`config.mk`:
```
export PLATFORM = sky130hd
export DESIGN_NAME = sd_window_engine
export DESIGN_NICKNAME = d
export VERILOG_FILES = /design/src/rtl/stereo_pkg.sv /design/src/rtl/sd_lane.sv /design/src/rtl/sd_window_engine.sv
export SDC_FILE = /design/constraint.sdc
export NUM_CORES = 1
export LEC_CHECK = 0
export CAP_MARGIN = 20
export CORE_AREA = 10 10 139 204
export CTS_BUF_LIST = sky130_fd_sc_hd__clkbuf_2 sky130_fd_sc_hd__clkbuf_4 sky130_fd_sc_hd__clkbuf_8
export CTS_CLUSTER_DIAMETER = 50
export DETAILED_ROUTE_END_ITERATION = 12
export DIE_AREA = 0 0 149 214
export PLACE_DENSITY = 0.71
export SYNTH_ARGS = -nofsm -noshare
export SYNTH_HDL_FRONTEND = slang
export SYNTH_SLANG_ARGS = --single-unit
```
`constraint.sdc`:
```
create_clock -name clk_in -period 15.8 [get_ports clk_in]
set_clock_uncertainty 0.1 [all_clocks]
set_input_delay 3.16 -clock clk_in [delete_from_list [all_inputs] [get_ports clk_in]]
set_output_delay 3.16 -clock clk_in [all_outputs]
set_load 0.01 [all_outputs]
```
`src/rtl/stereo_pkg.sv`:
```
// Shared types and sizing helper for the stereo window-cost datapath.
// Cost mode, engine state and accumulator width derivation.
package stereo_pkg;

    typedef enum logic {
        SD_SSD = 1'b0,
        SD_SAD = 1'b1
    } sd_mode_e;

    typedef enum logic [1:0] {
        IDLE  = 2'd0,
        CALC  = 2'd1,
        FLUSH = 2'd2,
        DONE  = 2'd3
    } sd_state_e;

    // Bits needed to hold max_rows full-scale squared-diff rows.
    function automatic int sd_acc_w(int pix_w, int num_pix, int max_rows);
        longint m;
        m = (longint'(1) << pix_w) - 1;
        return $clog2(longint'(max_rows) * num_pix * m * m + 1);
    endfunction

endpackage

```
`src/rtl/sd_lane.sv`:
```
// One pixel-pair lane: absolute difference, optionally squared.
// Purely combinational; the engine instantiates one per lane.
module sd_lane #(
    parameter int PIX_W = 8
) (
    input  logic [PIX_W-1:0]   i_l,
    input  logic [PIX_W-1:0]   i_r,
    input  logic               i_sad,
    output logic [2*PIX_W-1:0] o_val
);

    logic [PIX_W-1:0]   w_d;
    logic [2*PIX_W-1:0] w_dx;

    // |L-R| widened, then squared unless SAD is selected
    always_comb begin
        w_d   = (i_l >= i_r) ? (i_l - i_r) : (i_r - i_l);
        w_dx  = {{PIX_W{1'b0}}, w_d};
        o_val = i_sad ? w_dx : (w_dx * w_dx);
    end

endmodule

```
`src/rtl/sd_window_engine.sv`:
```
// Stereo window cost engine: per-row SSD/SAD over LANES-wide chunks,
// accumulated with saturation until a row marked last.
module sd_window_engine
    import stereo_pkg::*;
#(
    parameter int PIX_W    = 8,
    parameter int NUM_PIX  = 6,
    parameter int LANES    = 2,
    parameter int MAX_ROWS = 1,
    localparam int ACC_W   = sd_acc_w(PIX_W, NUM_PIX, MAX_ROWS)
) (
    input  logic                     clk_in,
    input  logic                     rst_in,
    input  logic [NUM_PIX*PIX_W-1:0] left_row,
    input  logic [NUM_PIX*PIX_W-1:0] right_row,
    input  logic                     last_in,
    input  logic                     mode_in,
    input  logic                     valid_in,
    output logic                     ready_out,
    output logic [ACC_W-1:0]         result_out,
    output logic                     sat_out,
    output logic                     result_valid,
    input  logic                     result_ready
);

    localparam int CHUNKS = NUM_PIX / LANES;
    localparam int CW     = (CHUNKS > 1) ? $clog2(CHUNKS) : 1;
    localparam int PSUM_W = 2 * PIX_W + $clog2(LANES) + 1;
    localparam int SUM_W  = ACC_W + 1;

    sd_state_e                           r_state;
    sd_mode_e                            r_mode;
    logic                                r_first;
    logic                                r_last;
    logic [CW-1:0]                       r_chunk;
    logic [CHUNKS-1:0][LANES*PIX_W-1:0]  r_left;
    logic [CHUNKS-1:0][LANES*PIX_W-1:0]  r_right;
    logic [PSUM_W-1:0]                   r_psum;
    logic                                r_psum_v;
    logic [ACC_W-1:0]                    r_acc;
    logic                                r_sat;
    logic                                r_valid;

    logic [LANES*PIX_W-1:0]  w_lsel;
    logic [LANES*PIX_W-1:0]  w_rsel;
    logic [2*PIX_W-1:0]      w_val [LANES];
    logic [PSUM_W-1:0]       w_psum;
    logic [SUM_W-1:0]        w_sum;

    assign w_lsel = r_left[r_chunk];
    assign w_rsel = r_right[r_chunk];

    for (genvar g = 0; g < LANES; g++) begin : g_lane
        sd_lane #(.PIX_W(PIX_W)) u_lane (
            .i_l   (w_lsel[g*PIX_W +: PIX_W]),
            .i_r   (w_rsel[g*PIX_W +: PIX_W]),
            .i_sad (r_mode == SD_SAD),
            .o_val (w_val[g])
        );
    end

    // Lane values summed, and the widened accumulator candidate
    always_comb begin
        w_psum = '0;
        for (int i = 0; i < LANES; i++) begin
            w_psum = w_psum + PSUM_W'(w_val[i]);
        end
        w_sum = {1'b0, r_acc} + SUM_W'(r_psum);
    end

    // FSM, chunk counter, psum pipeline and saturating accumulator
    always_ff @(posedge clk_in) begin
        if (!rst_in) begin
            r_state  <= IDLE;
            r_mode   <= SD_SSD;
            r_first  <= 1'b1;
            r_last   <= 1'b0;
            r_chunk  <= '0;
            r_left   <= '0;
            r_right  <= '0;
            r_psum   <= '0;
            r_psum_v <= 1'b0;
            r_acc    <= '0;
            r_sat    <= 1'b0;
            r_valid  <= 1'b0;
        end else begin
            r_psum_v <= 1'b0;
            if (r_psum_v) begin
                if (w_sum[ACC_W]) begin
                    r_acc <= '1;
                    r_sat <= 1'b1;
                end else begin
                    r_acc <= w_sum[ACC_W-1:0];
                end
            end
            unique case (r_state)
                IDLE: begin
                    if (valid_in) begin
                        r_left  <= left_row;
                        r_right <= right_row;
                        r_last  <= last_in;
                        if (r_first) begin
                            r_mode <= sd_mode_e'(mode_in);
                        end
                        r_first <= 1'b0;
                        r_chunk <= '0;
                        r_state <= CALC;
                    end
                end
                CALC: begin
                    r_psum   <= w_psum;
                    r_psum_v <= 1'b1;
                    if (r_chunk == CW'(CHUNKS - 1)) begin
                        r_state <= FLUSH;
                    end else begin
                        r_chunk <= r_chunk + CW'(1);
                    end
                end
                FLUSH: begin
                    if (r_last) begin
                        r_valid <= 1'b1;
                        r_state <= DONE;
                    end else begin
                        r_state <= IDLE;
                    end
                end
                DONE: begin
                    if (result_ready) begin
                        r_acc   <= '0;
                        r_sat   <= 1'b0;
                        r_mode  <= SD_SSD;
                        r_first <= 1'b1;
                        r_valid <= 1'b0;
                        r_state <= IDLE;
                    end
                end
            endcase
        end
    end

    assign ready_out    = (r_state == IDLE) && rst_in;
    assign result_out   = r_acc;
    assign sat_out      = r_sat;
    assign result_valid = r_valid;

endmodule
```
=== Word-level counts from Yosys, hierarchy flattened ===
Index checks and enable logic that the tools add are counted.

* Register bits: 143
* Input bits: 102
* Output and inout bits: 22
* Logic and storage cells: 83

* Add/sub/neg operators: 7
* Multipliers: 2
* Magnitude comparators: 3
* Eq/ne operators: 10
* Muxes and demuxes: 34
* Reduce and logical (&&, ||, !) cells: 11

{| class="wikitable"
|+ Operator list
! operator !! number
|-
| $mux 19 || 4
|-
| $bmux 16 s2 || 2
|-
| $mux 16 || 4
|-
| $mul 8x8->16 || 2
|-
| $sub 8x8->8 || 4
|-
| $add 19x18->20 || 1
|-
| $add 16x16->17 || 1
|-
| $ge 8x8->1 || 2
|-
| $mux 8 || 2
|-
| $mux 2 || 6
|-
| $ne 2x2->1 const B || 6
|-
| $reduce_and 3->1 || 4
|-
| $mux 1 || 11
|-
| $pmux 2 s4 || 1
|-
| $eq 2x2->1 const B || 3
|-
| $pmux 1 s2 || 3
|-
| $reduce_bool 2->1 || 3
|-
| $pmux 2 s2 || 1
|-
| $reduce_and 4->1 || 1
|-
| $lt 2x3->1 const B || 1
|-
| $add 2x1->2 const B || 1
|-
| $eq 2x1->1 const B || 1
|-
| $logic_not 2->1 || 1
|-
| $reduce_and 2->1 || 1
|-
| $logic_and 1x1->1 || 1
|}

=== Logic depth before layout (Yosys ltp) ===
Gate-level depths: netlist of run 1.

* Word-level depth: 7
* Gate-level depth with buffers: 39
* Mapped depth without buffers: 36

=== Cells and area by module ===
From an unflattened synthesis of run 1, not the netlist that was laid out.

* Cell total of the unflattened synthesis: 1561
* Area total of the unflattened synthesis: 12463.2 um^2

{| class="wikitable"
|+ Modules (own cells, without submodules)
! module !! instances !! cells each !! area an instance (um^2) !! seq. area each (um^2)
|-
| sd_window_engine || 1 || 932 || 7523.5 || 2842.7
|-
| sd_lane at g_lane[1].u_lane || 1 || 331 || 2578.7 || 0.0
|-
| sd_lane at g_lane[0].u_lane || 1 || 298 || 2361.0 || 0.0
|}

=== Worst setup path after synthesis of run 1 ===
OpenSTA, ideal clock, no wires.

* Kind: register to register
* From: reg r_chunk[1]
* To: reg r_psum[16]
* Library setup time: 135 ps
* Arrival time: 8036 ps
* Data required time: 15565 ps
* Slack: 7528 ps
* Cell stages (with the launch flop): 35
* Path buffers: 3
* Clock period less this slack: 8272 ps
* Path through: dfxtp_1 -> clkbuf_1 -> buf_1 -> mux2i_1 -> nor2_1 -> a21oi_1 -> ha_1 -> inv_1 -> fa_1 -> a21o_1 -> a21oi_1 -> o31ai_1 -> a221o_1 -> mux2i_1 -> buf_2 -> or2_1 -> inv_1 -> fa_1 -> fa_1 -> inv_1 -> fa_1 -> fa_1 -> inv_1 -> ha_1 -> inv_1 -> o21ai_0 -> xnor2_1 -> nor2_1 -> ha_1 -> a21oi_1 -> o21ai_0 -> o41ai_1 -> o21ai_1 -> a2111oi_0 -> nor4b_1

* Word-level cells in the longest chain between the ends: 7
* Elaborated cells on any way between the ends: 17
* Classes of those cells: add/sub: 5; mul: 2; order compare: 2; mux: 8

{| class="wikitable"
|+ RTL lines
! item !! line !! RTL
|-
| start: declaration || sd_window_engine.sv:35 || <nowiki>logic [CW-1:0] r_chunk;</nowiki>
|-
| start signal: assignment || sd_window_engine.sv:116 || <nowiki>r_chunk <= r_chunk + CW'(1);</nowiki>
|-
| $bmux 16 s2, on equally long branches || sd_window_engine.sv:51, sd_window_engine.sv:50 ||
|-
| $mux 16, on equally long branches || sd_window_engine.sv:51, sd_window_engine.sv:50 ||
|-
| $sub 8x8->8 / $ge 8x8->1 (equally long branches) || sd_lane.sv:17 || <nowiki>w_d = (i_l >= i_r) ? (i_l - i_r) : (i_r - i_l);</nowiki>
|-
| $mux 8 || sd_lane.sv:17 ||
|-
| $mul 8x8->16 || sd_lane.sv:19 || <nowiki>o_val = i_sad ? w_dx : (w_dx * w_dx);</nowiki>
|-
| $mux 16 || sd_lane.sv:19 ||
|-
| $add 16x16->17 (*) || sd_window_engine.sv:66 || <nowiki>w_psum = w_psum + PSUM_W'(w_val[i]);</nowiki>
|-
| end signal: assignment || sd_window_engine.sv:111 || <nowiki>r_psum <= w_psum;</nowiki>
|-
| end: declaration || sd_window_engine.sv:38 || <nowiki>logic [PSUM_W-1:0] r_psum;</nowiki>
|}

Every way passes the cells marked *; elsewhere a longest branch is shown, timed or not. The select of a mux whose other input is x is not followed.
A chain may end at the register's enable or synchronous reset.

=== Worst setup path in the final report of run 1 ===
Same ends and word-level chain as after synthesis.

==> out/metrics.cfg, run 1 <==
[setup_path]
path_class = flip-flop to flip-flop
rrSetupSlack_ns = 5.69
crit_required_ns = 16.04
crit_arrival_ns = 10.35
startpoint_type = flip-flop
r2r_cells = 29
r2r-start = r_chunk[1]$_SDFFE_PN0P_
rr_endpoint = r_psum[16]$_SDFFE_PN0P_
slowest_stage = dfxtp_2
max_stage_delay_ns = 1.09
cp_max_fo = 37
end_kind = flip-flop

[grt]
grt_pass1_wl_um = 49100
antenna_found_initial = 0
grt_max_degree = 132
grt_pass1_vias = 10400
track_usage = 0.184
grt_overflow = 0

[clocking]
clk_latency_ns = 0.47
clk_path_buf_depth = 2
cts_buffers = 17
post_cts_resize_count = 0
cts_tree = yes
clkSinkCount = 142
htree_levels = 4
clk_pin_slew_ns = 0.09
postCtsHoldBufs = 0
ctsRootBufferMaster = clkbuf_8
postCtsSetupBuffers = 0

[logic_synthesis]
synth_edf_count = 0
synth_area_mm2 = 0.0121
synth_cell_type_count = 69
yosysSeqAreaShare = 0.235
synthCells = 1541
synth_seq_cells = 142
synth_fp_nets = 1821
avgSynthCellArea_um2 = 7.86
ys_warn_count = 0
synthArstFlopShare = 0
synthFlopType = dfxtp_1

[timing]
finalMaxSlewViolations = 0
relSlewSlack = 0.250
tightest_slew_ns = 1.13
rsz0062_at_grt = no
fmax_mhz = 98.9
tns_ns = 0
hold_violations = 0
setup_slack_ns = 5.69
fin_crit_ns = 10.11
fin_hold_ws_ns = 0.369
period_share = 0.640
setup_viol = 0

[route]
wl_per_cell_um = 15.1
ant_nets = 0
drc = 0
viasPerCell = 5.33
wirelength_um = 29600
drtPass1Iterations = 5
drt_iter0_drc = 486
vias = 10400

[run]
drv_cap = 0

[finish]
layout.nets = 1895
diodes = 0
design_area_mm2 = 0.0139
drive_gt1_frac = 0.0485
layout_common_cells = 276 x nand2_1, 141 x dfxtp_1, 131 x inv_1
syn2layout_area_growth_pct = 14.7
final_common_cell = nand2_1

[die]
die_h_um = 214
initial_core_util = 0.487
core_mm2 = 0.0249
fp-row-count = 71
dieArea_mm2 = 0.0319
ioPinCount = 124
die_w_um = 149

[run_status]
status = finished clean

[place]
globalplace.congestion = 0.918
dpl.hpwl_um = 23500
place_area_mm2 = 0.0135
numPortBuffers = 123
place_ws_ns = 5.69

[worst_hold_path]
hold_class = flip-flop to flip-flop
hp-start = r_right[7]$_SDFFE_PN0P_
whs_endpoint = r_right[7]$_SDFFE_PN0P_
holdPathStages = 2

[worst max-delay path: cells and delay by family (launching register included)]
family          cells  cell delay [ns]
simple gates        5             1.18
buf+inv             4             0.41
xor+xnor            2             1.10
fa+ha+maj           7             2.93
flops               1             1.09
compound gates     11             3.16
[synthesized netlist by cell type (9+ instances only)]
master,instances,share of area
a21oi_1,76,0.031
mux2i_1,41,0.034
nand3_1,18,0.0074
dfxtp_1,142,0.23
a21boi_0,106,0.066
nor2b_1,12,0.0062
xor2_1,31,0.022
ha_1,124,0.13
and2_1,12,0.0062
or2_1,10,0.0052
nand2_1,277,0.086
a31oi_1,26,0.013
clkbuf_1,56,0.017
o21ai_1,10,0.0041
buf_2,12,0.0050
o211ai_1,9,0.0056
o21a_1,20,0.012
fa_1,54,0.089
and3_1,12,0.0062
o21ai_0,53,0.022
inv_1,131,0.041
nand4_1,9,0.0047
nor2_1,114,0.035
nand2b_1,14,0.0072
xnor2_1,20,0.014
a21o_1,19,0.012
nor3_1,23,0.0095
a211oi_1,10,0.0062
[metrics by stage]
stage | cells | util
after floorplan | 1541 | -
after global placement | 1921 | 0.541
after detailed placement | 1921 | 0.541
after CTS | 1953 | 0.556
after global routing | 1956 | 0.558
final | 1956 | 0.558
[worst max path at each step]
stage | startpoint | endpoint | slack (ns) | cells after the start
6_report | r_chunk[1]$_SDFFE_PN0P_ | r_psum[16]$_SDFFE_PN0P_ | 5.69 | 29
5_1_grt | r_chunk[1]$_SDFFE_PN0P_ | r_psum[16]$_SDFFE_PN0P_ | 5.21 | 29
4_1_cts | r_chunk[1]$_SDFFE_PN0P_ | r_psum[16]$_SDFFE_PN0P_ | 5.66 | 28
3_5_place_dp | r_chunk[1]$_SDFFE_PN0P_ | r_psum[16]$_SDFFE_PN0P_ | 5.69 | 28
3_3_place_gp | r_chunk[1]$_SDFFE_PN0P_ | r_psum[16]$_SDFFE_PN0P_ | 5.87 | 28
2_1_floorplan | r_chunk[1]$_SDFFE_PN0P_ | r_psum[16]$_SDFFE_PN0P_ | 7.53 | 34
[sequential cells by signal, summed over array words and instances, names as in the netlist]
signal	count
result_out	19
r_psum_v	1
result_valid	1
r_first	1
r_last	1
r_chunk	2
r_left	48
r_mode	1
r_right	48
sat_out	1
r_state	2
r_psum	17
[kinds of logic (layout without fill, tap and decap cells)]
| group | after synthesis | in the layout | share of synthesized area |
|---|---|---|---|
| xor+xnor | 55 | 55 | 0.0423 |
| buf+inv | 216 | 303 | 0.0704 |
| flops | 142 | 142 | 0.235 |
| simple gates | 530 | 530 | 0.191 |
| compound gates | 377 | 377 | 0.208 |
| fa+ha+maj | 178 | 178 | 0.217 |
| mux | 43 | 43 | 0.0358 |
[per-layer routing]
metal	up-vias	global-route usage	share of wire
li1	5334	-	-
met1	4844	0.200	0.41
met2	212	0.338	0.51
met3	44	0.0429	0.047
met4	0	0.0607	0.024
met5	-	0	0
[area by class of cell]
type | instances | area [um2]
fill | 2376 | 11000
timing repair buffer | 132 | 1320
tap | 328 | 410
inverter | 139 | 522
clock inverter | 15 | 139
multi-input combinational | 1183 | 8420
clock buffer | 17 | 234
sequential | 142 | 2840
Power of run 1 is not shown: default switching activity piles up to over one toggle a cycle in this logic, so the estimate is an artifact.
==> run 2, diff against run 1 <==
- clock period: 15.8 -> 10.2 ns (I/O delays scaled with it)
==> run 2 against run 1 <==
Effect of this change:
- first-iteration DRC count is 13% higher
- global-route usage is 0.12 points higher
- routed wire length is 0.34% higher
- critical path type unchanged
==> out/metrics.cfg, run 2 (same netlist as run 1, synthesis figures left out) <==
[clocking]
clkSinkCount = 142
postCtsHoldBufs = 0
post_cts_resize_count = 0
clk_latency_ns = 0.47
ctsRootBufferMaster = clkbuf_8
htree_levels = 4
cts_tree = yes
clk_path_buf_depth = 2
postCtsSetupBuffers = 0
clk_pin_slew_ns = 0.10
cts_buffers = 17

[run]
drv_cap = 0

[setup_path]
end_kind = flip-flop
crit_arrival_ns = 9.08
startpoint_type = flip-flop
r2r-start = r_chunk[0]$_SDFFE_PN0P_
max_stage_delay_ns = 0.59
path_class = flip-flop to flip-flop
slowest_stage = o41ai_1
critPathLaunch = r_chunk[0]$_SDFFE_PN0P_
crit_required_ns = 10.45
cp_max_fo = 18

[route]
ant_nets = 0
wl_per_cell_um = 15.1
viasPerCell = 5.34
drtPass1Iterations = 5
vias = 10500
drc = 0
wirelength_um = 29700
drt_iter0_drc = 551

[worst_hold_path]
hp-start = r_last$_SDFFE_PN0P_
hold_class = flip-flop to flip-flop

[place]
place_area_mm2 = 0.0135
globalplace.congestion = 0.899
dpl.hpwl_um = 23300
numPortBuffers = 123

[die]
core_mm2 = 0.0249
die_h_um = 214
die_w_um = 149
initial_core_util = 0.487
dieArea_mm2 = 0.0319
ioPinCount = 124
fp-row-count = 71

[grt]
antenna_found_initial = 1
grt_pass1_wl_um = 49600
grt_pass1_vias = 10500
grt_max_degree = 132
grt_overflow = 0
track_usage = 0.186

[timing]
tightest_slew_ns = 1.07
period_share = 0.866
fin_crit_ns = 8.83
tns_ns = 0
hold_violations = 0
rsz0062_at_grt = no
fmax_mhz = 113
relSlewSlack = 0.289
setup_viol = 0
finalMaxSlewViolations = 0

[finish]
multiInputGateArea_mm2 = 0.00842
regArea_mm2 = 0.00284
fillers = 2377
layout_common_cells = 276 x nand2_1, 141 x dfxtp_1, 131 x inv_1
drive_gt1_frac = 0.0532
syn2layout_area_growth_pct = 15.1
design_area_mm2 = 0.0139
layout.nets = 1903
diodes = 0
final_common_cell = nand2_1

[run_status]
status = finished clean

[run 2: cell count changes in the layout (fill, tap and decap cells not counted), sizes merged]
cell / change
buf: +8
inv: -3
clkinvlp: +2
clkbuf: +1
[run 2: stage by stage]
stage | hold WS (ns) | utilization | setup slack [ns] | instances
global route | 0.389 | 0.560 | 0.668 | 1964
finish | 0.364 | 0.560 | 1.37 | 1964
floorplan | 0.336 | - | 1.93 | 1541
global placement | 0.347 | 0.544 | 1.58 | 1930
detailed placement | 0.353 | 0.544 | 1.43 | 1931
CTS | 0.369 | 0.559 | 1.38 | 1963
[run 2: worst paths after layout]
path	endpoint	slack, ns	depth (start not counted)
setup / recovery	r_psum[16]$_SDFFE_PN0P_	1.37	30
hold / removal	r_last$_SDFFE_PN0P_	0.36	2
setup reg to reg	r_psum[16]$_SDFFE_PN0P_	1.37	30
hold reg to reg	r_last$_SDFFE_PN0P_	0.36	2
[run 2: area by class of cell]
type | count | share of cell area
multi-input cells | 1183 | 0.604
well taps | 328 | 0.0295
clock buffers | 18 | 0.0173
repair buffers | 140 | 0.0986
flip-flops and latches | 142 | 0.204
inverters | 139 | 0.0374
clock inverters | 14 | 0.00889
[run 2: per-layer routing]
metal  global-route usage  part of all wire
met2                0.337              0.51
met5                    0           0.00044
met1                0.199              0.41
met4               0.0712             0.030
met3               0.0471             0.053
[run 2: critical path: cells and delay by family, from the launching register on]
family	cells	cell delay (ns)
buffers and inverters	5	0.57
adders and majority gates	7	3.31
xor gates and xnor gates	2	0.61
AOI/OAI and AO/OA	9	2.34
and+or+nand+nor	7	1.45
DFF	1	0.34
Power of run 2 is left out for the same reason.
==> run 3, diff against run 2 <==
- CELL_PAD_IN_SITES_DETAIL_PLACEMENT: default -> 0
- CELL_PAD_IN_SITES_GLOBAL_PLACEMENT: default -> 1
- CORE_AREA: 10 10 139 204 -> 10 10 145 214
- DIE_AREA: 0 0 149 214 -> 0 0 155 224
- PLACE_DENSITY: 0.71 -> default
- PLACE_DENSITY_LB_ADDON: default -> 0.1
==> run 3 against run 2 <==
Effect of this change:
- maximum frequency shrank 4.8%
- worst setup slack lost 0.44 ns
- register-to-register slack lost 0.44 ns
- flip-flop and latch count is the same
- first-iteration DRC count shrank 16%
- global-route usage shrank 0.13 points
- critical path depth grew 2
- largest cell class unchanged
- final cell count grew 0.66%
- routed wire length grew 6.7%
- utilization shrank 4.5 points
==> out/metrics.cfg, run 3 (same netlist as run 1, synthesis figures left out) <==
[die]
die_h_um = 224
ioPinCount = 124
fp-row-count = 74
initial_core_util = 0.446
die_w_um = 155
core_mm2 = 0.0271
dieArea_mm2 = 0.0347

[setup_path]
slowest_stage = dfxtp_2
startpoint_type = flip-flop
cp_max_fo = 21
path_class = flip-flop to flip-flop
crit_required_ns = 10.44
max_stage_delay_ns = 0.76
path_common_cell = inv_1
crit_arrival_ns = 9.51
end_kind = flip-flop

[finish]
diodes = 0
regArea_mm2 = 0.00284
final_common_cell = nand2_1
post-route-util = 0.515
syn2layout_area_growth_pct = 15.5
layout_common_cells = 276 x nand2_1, 141 x dfxtp_1, 131 x inv_1
fillers = 2715
stdcell_count = 1977
design_area_mm2 = 0.0140
drive_gt1_frac = 0.0526
multiInputGateArea_mm2 = 0.00842
layout.nets = 1902

[route]
drc = 0
vias = 10400
ant_nets = 0
wl_per_cell_um = 16.0
drtPass1Iterations = 5
viasPerCell = 5.24
drt_iter0_drc = 461
wirelength_um = 31700

[timing]
rsz0062_at_grt = no
finalMaxSlewViolations = 0
period_share = 0.909
hold_violations = 0
tightest_slew_ns = 0.972
tns_ns = 0
relSlewSlack = 0.352
fmax_mhz = 108
setup_viol = 0
fin_crit_ns = 9.27

[grt]
grt_max_degree = 101
antenna_found_initial = 1
grt_pass1_wl_um = 53000
grt_pass1_vias = 10800
grt_overflow = 0
track_usage = 0.184

[clocking]
postCtsSetupBuffers = 0
clk_path_buf_depth = 2
clkSinkCount = 142
postCtsHoldBufs = 0
clk_latency_ns = 0.48
htree_levels = 4
cts_buffers = 17
post_cts_resize_count = 0
cts_tree = yes
clk_pin_slew_ns = 0.10
ctsRootBufferMaster = clkbuf_8

[place]
globalplace.congestion = 0.869
numPortBuffers = 123
dpl.hpwl_um = 25000
place_area_mm2 = 0.0136
placed_cells = 1943

[run_status]
status = finished clean

[run]
drv_cap = 0

[worst_hold_path]
hold_class = flip-flop to flip-flop

## run 3: area by class of cell
class | count | area share
clock inverter | 15 | 0.0107
clock buffer | 17 | 0.0167
multi-input combinational | 1183 | 0.602
tap | 342 | 0.0306
inverter | 139 | 0.0373
timing repair buffer | 139 | 0.0988
sequential | 142 | 0.203
## run 3: final timing paths
kind	startpoint	cells after the start	endpoint	slack (ns)
max	r_chunk[1]$_SDFFE_PN0P_	32	r_psum[16]$_SDFFE_PN0P_	0.93
min	r_last$_SDFFE_PN0P_	2	r_last$_SDFFE_PN0P_	0.36
max reg2reg	r_chunk[1]$_SDFFE_PN0P_	32	r_psum[16]$_SDFFE_PN0P_	0.93
min reg2reg	r_last$_SDFFE_PN0P_	2	r_last$_SDFFE_PN0P_	0.36
## run 3: routing by layer
metal  track usage  wire (um)
met1         0.199      13100
met3        0.0414       1330
met4        0.0730       1030
met5             0          8
met2         0.337      16200
## run 3: worst max-delay path: cells and delay by family (launching register included)
family / cells / cell delay [ns]
and+or+nand+nor: 3 / 0.42
DFF: 1 / 0.76
adders and majority gates: 8 / 3.31
xor gates and xnor gates: 1 / 0.14
AOI/OAI and AO/OA: 11 / 2.85
muxes: 2 / 0.77
buffers and inverters: 7 / 0.78
## run 3: metrics by stage
stage	hold WS, ns	worst slack, ns
2_1_floorplan	0.336	1.93
3_3_place_gp	0.349	1.19
6_report	0.364	0.928
5_1_grt	0.385	0.252
4_1_cts	0.368	0.988
3_5_place_dp	0.353	0.996
Power of run 3 is left out for the same reason.
